File: src/rtl/arith_pkg.sv
// Shared arithmetic-unit package: divider FSM encoding and the
// operand widths used by both the multiplier and the divider.
package arith_pkg;

  localparam int MUL_AW = 16;
  localparam int MUL_PW = 2 * MUL_AW;

  localparam int DIV_DW = MUL_PW;
  localparam int DIV_VW = MUL_AW;
  localparam int DIV_CW = 6;

  typedef enum logic [1:0] {
    IDLE   = 2'd0,
    RUN    = 2'd1,
    FINISH = 2'd2
  } div_state_t;

endpackage

File: src/rtl/restoring_divider_div_step.sv
// One radix-2 restoring iteration; combinational so it can be
// unrolled. q_o[0] carries the newly retired quotient bit.
module div_step #(
  parameter int DW = 32,
  parameter int VW = 16
) (
  input  logic [VW-1:0] r_i,
  input  logic [DW-1:0] q_i,
  input  logic [VW-1:0] d_i,
  output logic [VW-1:0] r_o,
  output logic [DW-1:0] q_o
);

  logic [VW:0] r_sh;
  logic [VW:0] t;
  logic        qbit;

  assign r_sh = {r_i, q_i[DW-1]};
  assign t    = r_sh - {1'b0, d_i};
  assign qbit = ~t[VW];

  // R stays below the divisor, so both candidates fit in VW bits
  assign r_o = qbit ? t[VW-1:0] : r_sh[VW-1:0];
  assign q_o = {q_i[DW-2:0], qbit};

endmodule

File: src/rtl/restoring_divider.sv
// Sequential radix-2 restoring divider, one quotient bit per clock.
// Define EARLY_TERM_EN to short-cut divisions with dividend < divisor.
import arith_pkg::*;

module restoring_divider #(
  parameter int DW = DIV_DW,
  parameter int VW = DIV_VW,
  parameter int CW = DIV_CW
) (
  input  logic          clk,
  input  logic          reset,
  input  logic          start,
  input  logic [DW-1:0] dividend,
  input  logic [VW-1:0] divisor,
  output logic [DW-1:0] quotient,
  output logic [VW-1:0] remainder,
  output logic          busy,
  output logic          done,
  output logic          div_by_zero
);

  div_state_t    state_q;
  logic [CW-1:0] cnt_q;
  logic [VW-1:0] r_q;
  logic [DW-1:0] q_q;
  logic [VW-1:0] dvs_q;
  logic          dbz_q;

  logic [DW-1:0] quot_q;
  logic [VW-1:0] rem_q;
  logic          busy_q;
  logic          done_q;
  logic          dbz_out_q;

  logic [VW-1:0] r_d;
  logic [DW-1:0] q_d;

  div_step #(
    .DW (DW),
    .VW (VW)
  ) u_step (
    .r_i (r_q),
    .q_i (q_q),
    .d_i (dvs_q),
    .r_o (r_d),
    .q_o (q_d)
  );

  always_ff @(posedge clk or posedge reset) begin
    if (reset) begin
      state_q   <= IDLE;
      cnt_q     <= '0;
      r_q       <= '0;
      q_q       <= '0;
      dvs_q     <= '0;
      dbz_q     <= 1'b0;
      quot_q    <= '0;
      rem_q     <= '0;
      busy_q    <= 1'b0;
      done_q    <= 1'b0;
      dbz_out_q <= 1'b0;
    end else begin
      done_q <= 1'b0;
      unique case (state_q)
        IDLE: begin
          if (start) begin
            if (divisor == '0) begin
              q_q     <= '1;
              r_q     <= '0;
              dbz_q   <= 1'b1;
              state_q <= FINISH;
`ifdef EARLY_TERM_EN
            end else if ({{(DW-VW){1'b0}}, divisor} > dividend) begin
              q_q       <= '0;
              r_q       <= dividend[VW-1:0];
              dbz_q     <= 1'b0;
              dbz_out_q <= 1'b0;
              state_q   <= FINISH;
`endif
            end else begin
              dvs_q     <= divisor;
              q_q       <= dividend;
              r_q       <= '0;
              cnt_q     <= '0;
              dbz_q     <= 1'b0;
              dbz_out_q <= 1'b0;
              busy_q    <= 1'b1;
              state_q   <= RUN;
            end
          end
        end
        RUN: begin
          r_q   <= r_d;
          q_q   <= q_d;
          cnt_q <= cnt_q + CW'(1);
          if (cnt_q == CW'(DW - 1)) begin
            busy_q  <= 1'b0;
            state_q <= FINISH;
          end
        end
        FINISH: begin
          quot_q    <= q_q;
          rem_q     <= r_q;
          dbz_out_q <= dbz_q;
          done_q    <= 1'b1;
          state_q   <= IDLE;
        end
        default: state_q <= IDLE;
      endcase
    end
  end

  assign quotient    = quot_q;
  assign remainder   = rem_q;
  assign busy        = busy_q;
  assign done        = done_q;
  assign div_by_zero = dbz_out_q;

endmodule

File: config.mk
export PLATFORM = sky130hd
export DESIGN_NAME = restoring_divider
export DESIGN_NICKNAME = d
export VERILOG_FILES = /design/src/rtl/arith_pkg.sv /design/src/rtl/restoring_divider_div_step.sv /design/src/rtl/restoring_divider.sv
export SDC_FILE = /design/constraint.sdc
export NUM_CORES = 1
export LEC_CHECK = 0
export BUFFER_PORTS_ARGS = -buffer_cell sky130_fd_sc_hd__buf_4
export CAP_MARGIN = 40
export CORE_MARGIN = 2
export CORE_UTILIZATION = 40
export CTS_BUF_LIST = sky130_fd_sc_hd__clkbuf_2
export CTS_CLUSTER_SIZE = 20
export DETAILED_ROUTE_END_ITERATION = 8
export REMOVE_ABC_BUFFERS = 1
export SLEW_MARGIN = 20
export SYNTH_ARGS = -nofsm -noshare
export SYNTH_HDL_FRONTEND = slang
export SYNTH_SLANG_ARGS = --single-unit
File: constraint.sdc
create_clock -name clk -period 5.66 [get_ports clk]
set_input_delay 1.132 -clock clk [delete_from_list [all_inputs] [get_ports clk]]
set_output_delay 1.132 -clock clk [all_outputs]
set_load 0.005 [all_outputs]
# Word level (Yosys, flattened, before mapping)
# Cells that the tools add are included.
classes:
  addsub: 2
  shift: 0
  eq_ne: 6
  div: 0
  reduce_logical: 11
  mux: 22
  n_lt_le_gt_ge: 0
  bitwise_logic: 2
  mul: 0
op_table:
  columns: ["op", "count"]
  rows:
  - ["$mux W32", 2]
  - ["$pmux W32 S2", 1]
  - ["$mux W16", 2]
  - ["$pmux W16 S2", 1]
  - ["$sub A17 B16 Y17", 1]
  - ["$logic_not A16 Y1", 1]
  - ["$mux W6", 2]
  - ["$pmux W6 S2", 1]
  - ["$reduce_and A3 Y1", 3]
  - ["$mux W1", 7]
  - ["$add A6 B1 Y6 const B", 1]
  - ["$eq A6 B5 Y1 const B", 1]
  - ["$mux W2", 3]
  - ["$ne A2 B2 Y1 const B", 3]
  - ["$reduce_and A2 Y1", 3]
  - ["$pmux W1 S2", 2]
  - ["$pmux W2 S2", 1]
  - ["$reduce_and A4 Y1", 1]
  - ["$reduce_bool A2 Y1", 2]
  - ["$eq A2 B1 Y1 const B", 1]
  - ["$eq A2 B2 Y1 const B", 1]
  - ["$logic_not A2 Y1", 1]
  - ["$not A1 Y1", 2]
totals:
  ramBits: 0
  romBits: 0
  in_bits: 51
  memories: 0
  latchBits: 0
  ff_bits: 124
  wordCells: 54
  out_inout_bits: 51

# Longest topological paths before layout
# Gate-level depths: netlist of run 1.
logic_depth:
  depth_word: 4
  depth_mapped: 12

# Hierarchy
# A second synthesis of run 1 with hierarchy kept.
hier_totals:
  cells_unflattened: 637
  hier_area_um2: 6328.6
by_module_without_submodules:
  columns: ["module", "seq_area_each_um2", "instances", "cells_each", "area_per_inst_um2"]
  rows:
  - ["restoring_divider", 3103.0, 1, 477, 5078.6]
  - ["div_step", 0.0, 1, 160, 1249.9]

# Worst setup path after synthesis of run 1
# No wires, ideal clock.
synth_timing:
  kind: "reg2reg"
  startpoint: "register q_q[31]"
  endpoint: "register r_q[3]"
  stages_incl_launch_ff: 13
  path_buffers: 2
  setup_time_ps: 129
  required_ps: 5531
  setup_slack_ps: 3157
  arrival_ps: 2375
  synth_period_minus_slack_ps: 2503
  cell_sequence: "dfrtp_1 -> inv_1 -> ha_1 -> inv_1 -> fa_1 -> a211oi_1 -> o211ai_1 -> nand3_1 -> and2_1 -> buf_4 -> buf_6 -> nor3_1 -> a2111o_1"
synth_between:
  elab_chain_cells: 3
synth_rtl:
  columns: ["element", "line", "text"]
  rows:
  - ["from (decl)", "restoring_divider.sv:25", "logic [DW-1:0] q_q;"]
  - ["from (signal assigned)", "restoring_divider.sv:82", "q_q <= dividend;"]
  - ["from (signal assigned)", "restoring_divider.sv:94", "q_q <= q_d;"]
  - ["$sub A17 B16 Y17", "restoring_divider_div_step.sv:19", "assign t = r_sh - {1'b0, d_i};"]
  - ["$mux W16", "restoring_divider_div_step.sv:23", "assign r_o = qbit ? t[VW-1:0] : r_sh[VW-1:0];"]
  - ["$pmux W16 S2", "restoring_divider.sv:64", "unique case (state_q)"]
  - ["to (signal assigned)", "restoring_divider.sv:93", "r_q <= r_d;"]
  - ["to (decl)", "restoring_divider.sv:24", "logic [VW-1:0] r_q;"]
# No other way between the ends.
# A chain may end at the register's enable or synchronous reset.

# Worst setup path after layout of run 1
layout_timing:
  startpoint: "register q_q[31]"
  endpoint: "register r_q[5]"
# Same word-level chain as after synthesis.

==> flow_summary.yaml, run 1 <==
worst_setup_path:
  critical-path-slowest-cell: "dfrtp_1"
  worstPathArrival_ns: 3.77
  crit_chain: "inv_1 > ha_1 > inv_1 > fa_1 > a211oi_1 > o211ai_1 > nand3_1 > and2_1 > buf_8 > nor3_1 > a2111o_1"
  cpMostUsedCell: "inv_1"
  start_kind: "register"
  critPathRequiredTime_ns: 6.24
  crit_fanout: 18
  critPathCaptureType: "register"
  r2r_cells: 11
  worst-setup-path-type: "reg2reg"
  max_stage_delay_ns: 0.43
timing:
  slew_viol_final: 0
  rsz0062_at_grt: "false"
  worstMarginPinSlew_ns: 0.703
  setup_viol_count_final: 0
  fmax_ghz: 0.313
  fin_setup_tns_ns: 0
  fin_hold_ws_ns: 0.432
  finalHoldViolations: 0
  min_period_ns: 3.19
  slew_headroom: 0.527
  layout_setup_ws_ns: 2.47
  fin_crit_sh: 0.564
  clock-skew-final_ns: 0.0243
floorplanning:
  fp.dieW_microns: 129
  start_util: 0.409
  core_area_sq_um: 15200
  io-pin-count: 102
  dieHeight_microns: 129
  rows: 45
  dieArea_sq_um: 16600
power_and_ir_drop:
  cellPowerDensity_nw_per_um2: 612
  p_leak_nw: 3.31
  finalPower_mw: 4.55
  vdd_drop_max_mv: 0.279
routing:
  wl_per_cell_microns: 17.6
  drt_pre_antenna_iters: 5
  drc: 0
  num_vias: 5111
  ant_nets: 0
  wirelength_microns: 16100
  first_iter_violations: 367
  via_per_inst: 5.60
clock_network:
  clk_path_buf_depth: 2
  cts_root_buf: "clkbuf_2"
  cts.htree.levels: 4
  clk_latency_ns: 0.70
  cts_setup_buffers: 0
  hold_buffers: 0
  ctsResizeCount: 0
  cts_sinks: 124
  path_clk_slew_ns: 0.19
  numCtsBuffers: 17
  tritoncts: "built"
job:
  maxCapViolCount: 0
placed_design:
  placed_area_sq_um: 7180
  gp_congestion: 0.861
  dp_slack_ns: 2.20
  dp_hpwl_microns: 10900
  dp_cells: 882
  io_buffers: 101
grt:
  grt_util_all_layers: 0.203
  grt-ovfl-total: 0
  grt_pass1_wl_microns: 26500
  grt_pass1_vias: 5219
  grt_max_degree: 51
  antenna_found_initial: 0
logic_synthesis:
  synth-seq-cells: 124
  syn_area_per_cell_sq_um: 10.0
  yosysUniqueCellTypes: 51
  syn_area_sq_um: 6220
  yosys_warnings: 0
  postSynthCellCount: 621
  ys_seq_area_frac: 0.499
finish:
  final_core_util: 0.490
  drive_above_1_share: 0.281
  layout.cells.non_filler: 913
  mostFrequentLayoutCell: "dfrtp_1"
  mostFrequentLayoutCells: "dfrtp_1 (124), buf_4 (110), a21oi_1 (58), mux2_2 (51)"
  fillers: 1450
  multi_input_area_sq_um: 2880
  nets: 783
  diodes: 0
  seqCellArea_sq_um: 3100
  finalInstanceArea_sq_um: 7440
  syn2layout_area_growth_pct: 19.6
hold_path:
  hp-class: "in2async"
status:
  run_status: "finished, final reports clean"
==> state kept, by name, summed over array words and instances, names as in the netlist <==
name,cells
busy,1
cnt_q,6
dbz_q,1
div_by_zero,1
done,1
dvs_q,16
q_q,32
quotient,32
r_q,16
remainder,16
state_q,2
==> kinds of logic after synthesis <==
| group | share of synthesized area |
|---|---|
| XOR/XNOR | 0.0239 |
| adder cells (fa/ha/maj) | 0.0374 |
| multiplexers | 0.100 |
| buffers and inverters | 0.0406 |
| AO/OA/AOI/OAI | 0.170 |
| AND/OR/NAND/NOR | 0.129 |
| flip-flops | 0.499 |
==> per-layer routing <==
metal	track usage	vias to the layer above	share of wire
met3	0.0744	16	0.075
li1	-	2436	-
met5	0	-	0
met1	0.258	2501	0.45
met4	0.0723	0	0.012
met2	0.319	158	0.47
==> cells in the mapped netlist (all sizes together) <==
library cell / instances / area share
mux2i: 5 / 0.0080
or3: 1 / 0.0010
inv: 22 / 0.013
o211ai: 7 / 0.0084
xor2: 6 / 0.0084
nand4: 19 / 0.019
o22ai: 31 / 0.031
or4: 1 / 0.0012
a41o: 2 / 0.0032
a211o: 1 / 0.0014
and2: 4 / 0.0044
nand2b: 3 / 0.0030
nor4: 4 / 0.0040
and3: 9 / 0.0099
o21ai: 39 / 0.031
dfrtp: 124 / 0.50
nor2: 52 / 0.031
nand2: 48 / 0.029
a21oi: 58 / 0.047
and4: 1 / 0.0014
o31ai: 1 / 0.0012
a32oi: 2 / 0.0028
o21a: 2 / 0.0024
a31o: 1 / 0.0014
a22oi: 1 / 0.0012
a2111o: 2 / 0.0036
ha: 17 / 0.034
xnor2: 11 / 0.015
mux2: 51 / 0.092
a21o: 8 / 0.0097
a211oi: 2 / 0.0024
a221o: 1 / 0.0016
a221oi: 6 / 0.012
a31oi: 5 / 0.0050
fa: 1 / 0.0032
clkinv: 1 / 0.00060
o21bai: 1 / 0.0012
buf: 9 / 0.0086
nor3b: 1 / 0.0012
a22o: 2 / 0.0028
nand3: 21 / 0.017
clkbuf: 30 / 0.018
nor3: 8 / 0.0064
==> worst paths after layout <==
check / slack [ns] / endpoint / start
max: 2.47 / r_q[5]$_DFFE_PP0P_ / q_q[31]$_DFFE_PP0P_
min: 0.43 / dvs_q[12]$_DFFE_PP0P_ / reset
max reg2reg: 2.47 / r_q[5]$_DFFE_PP0P_ / q_q[31]$_DFFE_PP0P_
min reg2reg: 0.52 / busy$_DFFE_PP0P_ / busy$_DFFE_PP0P_
max in group asynchronous: 3.99 / quotient[3]$_DFFE_PP0P_ / reset
min in group clk: 0.52 / busy$_DFFE_PP0P_ / busy$_DFFE_PP0P_
==> critical path, delay by kind of cell (launching register included) <==
family	cells	cell delay (ns)
and+or+nand+nor	3	0.80
buffers and inverters	3	0.38
AOI/OAI and AO/OA	3	0.87
DFF	1	0.43
adders and majority gates	2	0.59
==> report_power, final <==
| group | switching, mW | total (mW) | internal, mW |
|---|---|---|---|
| clock | 0.352 | 0.597 | 0.245 |
| sequential | 0.274 | 1.55 | 1.28 |
| combinational | 1.32 | 2.41 | 1.09 |
| total | 1.94 | 4.55 | 2.61 |
==> area by class of cell <==
type / instances / area share
clock buffers: 17 / 0.0114
flip-flops and latches: 124 / 0.417
inverters: 23 / 0.0119
repair buffers: 113 / 0.118
clock inverters: 13 / 0.0229
multi-input cells: 435 / 0.387
well taps: 188 / 0.0316
(Power assumes the default switching activity.)
==> inputs of run 2 (changes only) <==
- clock period: 5.66 -> 3 ns (I/O delays scaled with it)
==> flow_summary.yaml, run 2 (synthesis gave the netlist of run 1 again) <==
status:
  run_status: "finished, final reports clean"
timing:
  fmax_ghz: 0.365
  rsz0062_at_grt: "false"
  min_period_ns: 2.74
  fin_crit_sh: 0.912
  setup_viol_count_final: 0
  layout_setup_ws_ns: 0.263
  finalHoldViolations: 0
  clock-skew-final_ns: 0.0357
  fin_hold_ws_ns: 0.147
  worstMarginPinSlew_ns: 0.711
  slew_viol_final: 0
  fin_setup_tns_ns: 0
  slew_headroom: 0.526
floorplanning:
  io-pin-count: 102
  start_util: 0.409
  rows: 45
  core_area_sq_um: 15200
  dieArea_sq_um: 16600
  fp.dieW_microns: 129
  dieHeight_microns: 129
power_and_ir_drop:
  swShare: 0.428
  comb_power_share: 0.547
  finalPower_mw: 8.58
  clockPowerShare: 0.111
  p_seq_frac: 0.342
  cellPowerDensity_nw_per_um2: 1140
  switchingPower_mw: 3.68
  vdd_drop_max_mv: 0.522
  p_leak_nw: 3.36
  internal-power_mw: 4.90
worst_setup_path:
  worstPathArrival_ns: 3.29
  r2r_cells: 11
  critPathCaptureType: "register"
  critPathRequiredTime_ns: 3.56
  worst-setup-path-type: "reg2reg"
  cpMostUsedCell: "inv_1"
  crit_chain: "inv_1 > ha_1 > inv_1 > fa_1 > a211oi_2 > o211ai_1 > nand3_1 > and2_1 > buf_4 > nor3_1 > a2111o_1"
  start_kind: "register"
  max_stage_delay_ns: 0.44
  critical-path-slowest-cell: "fa_1"
  crit_fanout: 12
grt:
  grt_use_met1: 0.266
  antenna_found_initial: 0
  grt.met2_usage: 0.339
  grt_pass1_wl_microns: 27100
  grt_util_all_layers: 0.207
  grt_max_degree: 56
  busiest_layer: "met2"
  grt-ovfl-total: 0
  use_met3: 0.0744
  grt_pass1_vias: 5360
routing:
  wirelength_microns: 16400
  wl_per_cell_microns: 17.7
  num_vias: 5194
  drt_pre_antenna_iters: 6
  first_iter_violations: 314
  via_per_inst: 5.62
  ant_nets: 0
  drc: 0
finish:
  fillers: 1412
  mostFrequentLayoutCells: "dfrtp_1 (124), buf_4 (123), a21oi_1 (58), mux2_2 (51), nor2_1 (48)"
  diodes: 0
  syn2layout_area_growth_pct: 20.5
  multi_input_area_sq_um: 2890
  seqCellArea_sq_um: 3100
  finalInstanceArea_sq_um: 7490
  final_core_util: 0.493
  drive_above_1_share: 0.292
  mostFrequentLayoutCell: "dfrtp_1"
  layout.cells.non_filler: 925
  nets: 797
placed_design:
  placed_area_sq_um: 7280
  dp_slack_ns: 0.246
  dp_cells: 896
  dp_hpwl_microns: 11500
  gp_congestion: 0.873
  io_buffers: 101
clock_network:
  clk_latency_ns: 0.66
  clk_path_buf_depth: 2
  cts_root_buf: "clkbuf_2"
  path_clk_slew_ns: 0.17
  numCtsBuffers: 17
  tritoncts: "built"
  cts_sinks: 124
  cts.htree.levels: 4
job:
  maxCapViolCount: 0
hold_path:
  holdPathStages: 3
  hp-class: "in2reg"
[run 2: changes by cell type in the layout (fill, tap and decap cells not counted), sizes merged]
cell,previous run,this run
buf,113,126
clkinvlp,3,1
bufinv,3,2
clkbuf,17,18
clkinv,7,8
dlygate4sd3,0,1
inv,23,22
[run 2: layout make-up]
class	instances	share of cell area
Clock inverter	10	0.0139
Inverter	23	0.0119
Tap cell	188	0.0314
Timing Repair Buffer	127	0.131
Clock buffer	18	0.0120
Multi-Input combinational cell	435	0.385
Sequential cell	124	0.414
[run 2: worst max-delay path, delay by kind of cell (launching register included)]
family	cells	cell delay [ns]
AO/OA/AOI/OAI	3	0.83
flip-flops	1	0.42
buffers and inverters	3	0.37
AND/OR/NAND/NOR	3	0.41
adder cells (fa/ha/maj)	2	0.60
[run 2: final timing paths]
kind | start | to | slack (ns)
max | q_q[31]$_DFFE_PP0P_ | r_q[5]$_DFFE_PP0P_ | 0.26
min | divisor[6] | dvs_q[6]$_DFFE_PP0P_ | 0.15
max reg2reg | q_q[31]$_DFFE_PP0P_ | r_q[5]$_DFFE_PP0P_ | 0.26
min reg2reg | dbz_q$_DFFE_PP0P_ | div_by_zero$_DFFE_PP0P_ | 0.50
max in group asynchronous | reset | q_q[0]$_DFFE_PP0P_ | 1.66
min in group asynchronous | reset | r_q[6]$_DFFE_PP0P_ | 0.61
[run 2: power by group through the flow]
| stage | Sequential, mW | Clock [mW] | Combinational (mW) |
|---|---|---|---|
| after floorplan | 2.87 | 0 | 3.01 |
| after global placement | 2.94 | 0 | 4.55 |
| after detailed placement | 2.97 | 0 | 4.65 |
| after CTS | 2.94 | 0.994 | 4.68 |
| after global routing | 3.04 | 1.08 | 5.21 |
| final | 2.94 | 0.950 | 4.69 |
[run 2: routing by layer]
| layer | wire, microns | vias to the layer above |
|---|---|---|
| met3 | 1250 | 12 |
| met2 | 7850 | 151 |
| li1 | - | 2463 |
| met4 | 117 | 0 |
| met1 | 7200 | 2568 |
| met5 | 0 | - |
[run 2: timing repair]
| item | 4_1_cts | 5_1_grt |
|---|---|---|
| endpoints found under the hold margin | 0 | 7 |
| resized for setup | 0 | 2 |
| buffers inserted | 0 | 0 |
| setup endpoints to repair | 0 | 3 |
| hold buffers | 0 | 1 |
==> inputs of run 3 (changes only) <==
- BUFFER_PORTS_ARGS: -buffer_cell sky130_fd_sc_hd__buf_4 -> -buffer_cell sky130_fd_sc_hd__buf_2
- CAP_MARGIN: 40 -> 10
==> flow_summary.yaml, run 3 (synthesis gave the netlist of run 1 again) <==
floorplanning:
  dieHeight_microns: 129
  io-pin-count: 102
  rows: 45
  core_area_sq_um: 15200
  dieArea_sq_um: 16600
  fp.dieW_microns: 129
  start_util: 0.409
clock_network:
  cts_root_buf: "clkbuf_2"
  numCtsBuffers: 17
  clk_path_buf_depth: 2
  cts_setup_buffers: 0
  clk_latency_ns: 0.72
  cts_sinks: 124
  cts.htree.levels: 4
  tritoncts: "built"
  path_clk_slew_ns: 0.21
placed_design:
  io_buffers: 101
  dp_slack_ns: 0.0838
  dp_cells: 894
  gp_congestion: 0.883
  dp_hpwl_microns: 11100
routing:
  via_per_inst: 5.55
  met3_length_microns: 1320
  first_iter_violations: 286
  wl_per_cell_microns: 17.1
  drt_pre_antenna_iters: 5
  drc: 0
  wirelength_microns: 15900
  ant_nets: 0
  wl_met2_microns: 7320
  maxUsedRoutingLayer: "met5"
  wl_met1_microns: 7010
  num_vias: 5146
worst_setup_path:
  crit_chain: "inv_1 > ha_1 > inv_1 > fa_1 > a211oi_2 > o211ai_1 > nand3_1 > and2_1 > buf_4 > nor3_1 > a2111o_1"
  cpMostUsedCell: "inv_1"
  start_kind: "register"
  worst-setup-path-type: "reg2reg"
  critPathCaptureType: "register"
  path_depth: 11
  max_stage_delay_ns: 0.45
  critical-path-slowest-cell: "dfrtp_1"
  r2r_cells: 11
  path_delay_family: "compound AO/OA/AOI/OAI gates"
  crit_fanout: 13
  crit_buf_inv: 3
  worstPathArrival_ns: 3.33
  critPathRequiredTime_ns: 3.59
power_and_ir_drop:
  internal-power_mw: 4.65
  cellPowerDensity_nw_per_um2: 1150
  clockPowerShare: 0.117
  comb_power_share: 0.538
  vdd_drop_max_mv: 0.534
  p_leak_nw: 3.27
  p_seq_frac: 0.346
  switchingPower_mw: 3.68
  swShare: 0.442
finish:
  final_core_util: 0.476
  diodes: 0
  seqCellArea_sq_um: 3100
  fillers: 1487
  drive_above_1_share: 0.296
  layout.cells.non_filler: 927
  mostFrequentLayoutCell: "dfrtp_1"
  syn2layout_area_growth_pct: 16.4
  multi_input_area_sq_um: 2890
  nets: 795
  mostFrequentLayoutCells: "dfrtp_1 (124), buf_2 (101), a21oi_1 (58), mux2_2 (51), nor2_1 (48)"
grt:
  grt_pass1_wl_microns: 26400
  grt-ovfl-total: 0
  grt_util_all_layers: 0.202
  grt_max_degree: 48
  grt_pass1_vias: 5186
  antenna_found_initial: 1
timing:
  slew_headroom: 0.417
  finalHoldViolations: 0
  fin_crit_sh: 0.912
  clock-skew-final_ns: 0.0366
  slew_viol_final: 0
  layout_setup_ws_ns: 0.263
  setup_viol_count_final: 0
  worstMarginPinSlew_ns: 0.874
  fmax_ghz: 0.365
  min_period_ns: 2.74
  rsz0062_at_grt: "false"
job:
  maxCapViolCount: 0
hold_path:
  holdPathStages: 3
  hp-class: "in2reg"
status:
  run_status: "finished, final reports clean"
## run 3: changes by cell type in the layout (fill, tap and decap cells not counted), sizes merged
cell,delta
bufinv,-1
clkinvlp,+2
clkinv,+3
buf,-2
## run 3: through the flow
step | TNS, ns | cell area [sq um] | hold WS (ns) | power [mW]
floorplan | -128.55 | 6050 | 0.446 | 5.87
global placement | 0 | 7010 | 0.464 | 7.28
detailed placement | 0 | 7010 | 0.460 | 7.38
CTS | 0 | 7240 | 0.0229 | 8.39
global route | 0 | 7240 | 0.00967 | 9.09
finish | 0 | 7240 | 0.105 | 8.34
## run 3: layer usage
metal | GRT usage | up-vias
li1 | - | 2471
met1 | 0.269 | 2491
met2 | 0.312 | 157
met3 | 0.0773 | 25
met4 | 0.0550 | 2
met5 | 0 | -
## run 3: tightest hold or removal path, cell delays in order
cell and delay, ns:
buf_2 0.09, nand2_1 0.04, o21ai_0 0.05
## run 3: cell type report
type / count / share of cell area
clock buffers: 18 / 0.0124
flip-flops and latches: 124 / 0.428
inverters: 23 / 0.0123
multi-input cells: 435 / 0.399
well taps: 188 / 0.0325
repair buffers: 125 / 0.0985
clock inverters: 14 / 0.0173
## run 3: final timing paths
path,start,end,slack (ns)
setup / recovery,q_q[31]$_DFFE_PP0P_,r_q[3]$_DFFE_PP0P_,0.26
hold / removal,divisor[2],dvs_q[2]$_DFFE_PP0P_,0.10
setup reg to reg,q_q[31]$_DFFE_PP0P_,r_q[3]$_DFFE_PP0P_,0.26
hold reg to reg,busy$_DFFE_PP0P_,busy$_DFFE_PP0P_,0.51
max in group asynchronous,reset,q_q[3]$_DFFE_PP0P_,1.85
min in group asynchronous,reset,remainder[12]$_DFFE_PP0P_,0.47
## run 3: repair_timing
| item | in CTS | in global routing |
|---|---|---|
| resized for setup | 0 | 2 |
| endpoints found under the hold margin | 42 | 0 |
| setup endpoints to repair | 0 | 3 |
| hold buffers | 1 | 0 |
## run 3: power groups by stage
stage / registers, mW / clock network, mW / logic (mW)
3_3_place_gp: 2.90 / 0 / 4.38
2_1_floorplan: 2.87 / 0 / 3.01
5_1_grt: 2.99 / 1.10 / 5.00
4_1_cts: 2.89 / 1.01 / 4.48
3_5_place_dp: 2.92 / 0 / 4.46
6_report: 2.88 / 0.972 / 4.48
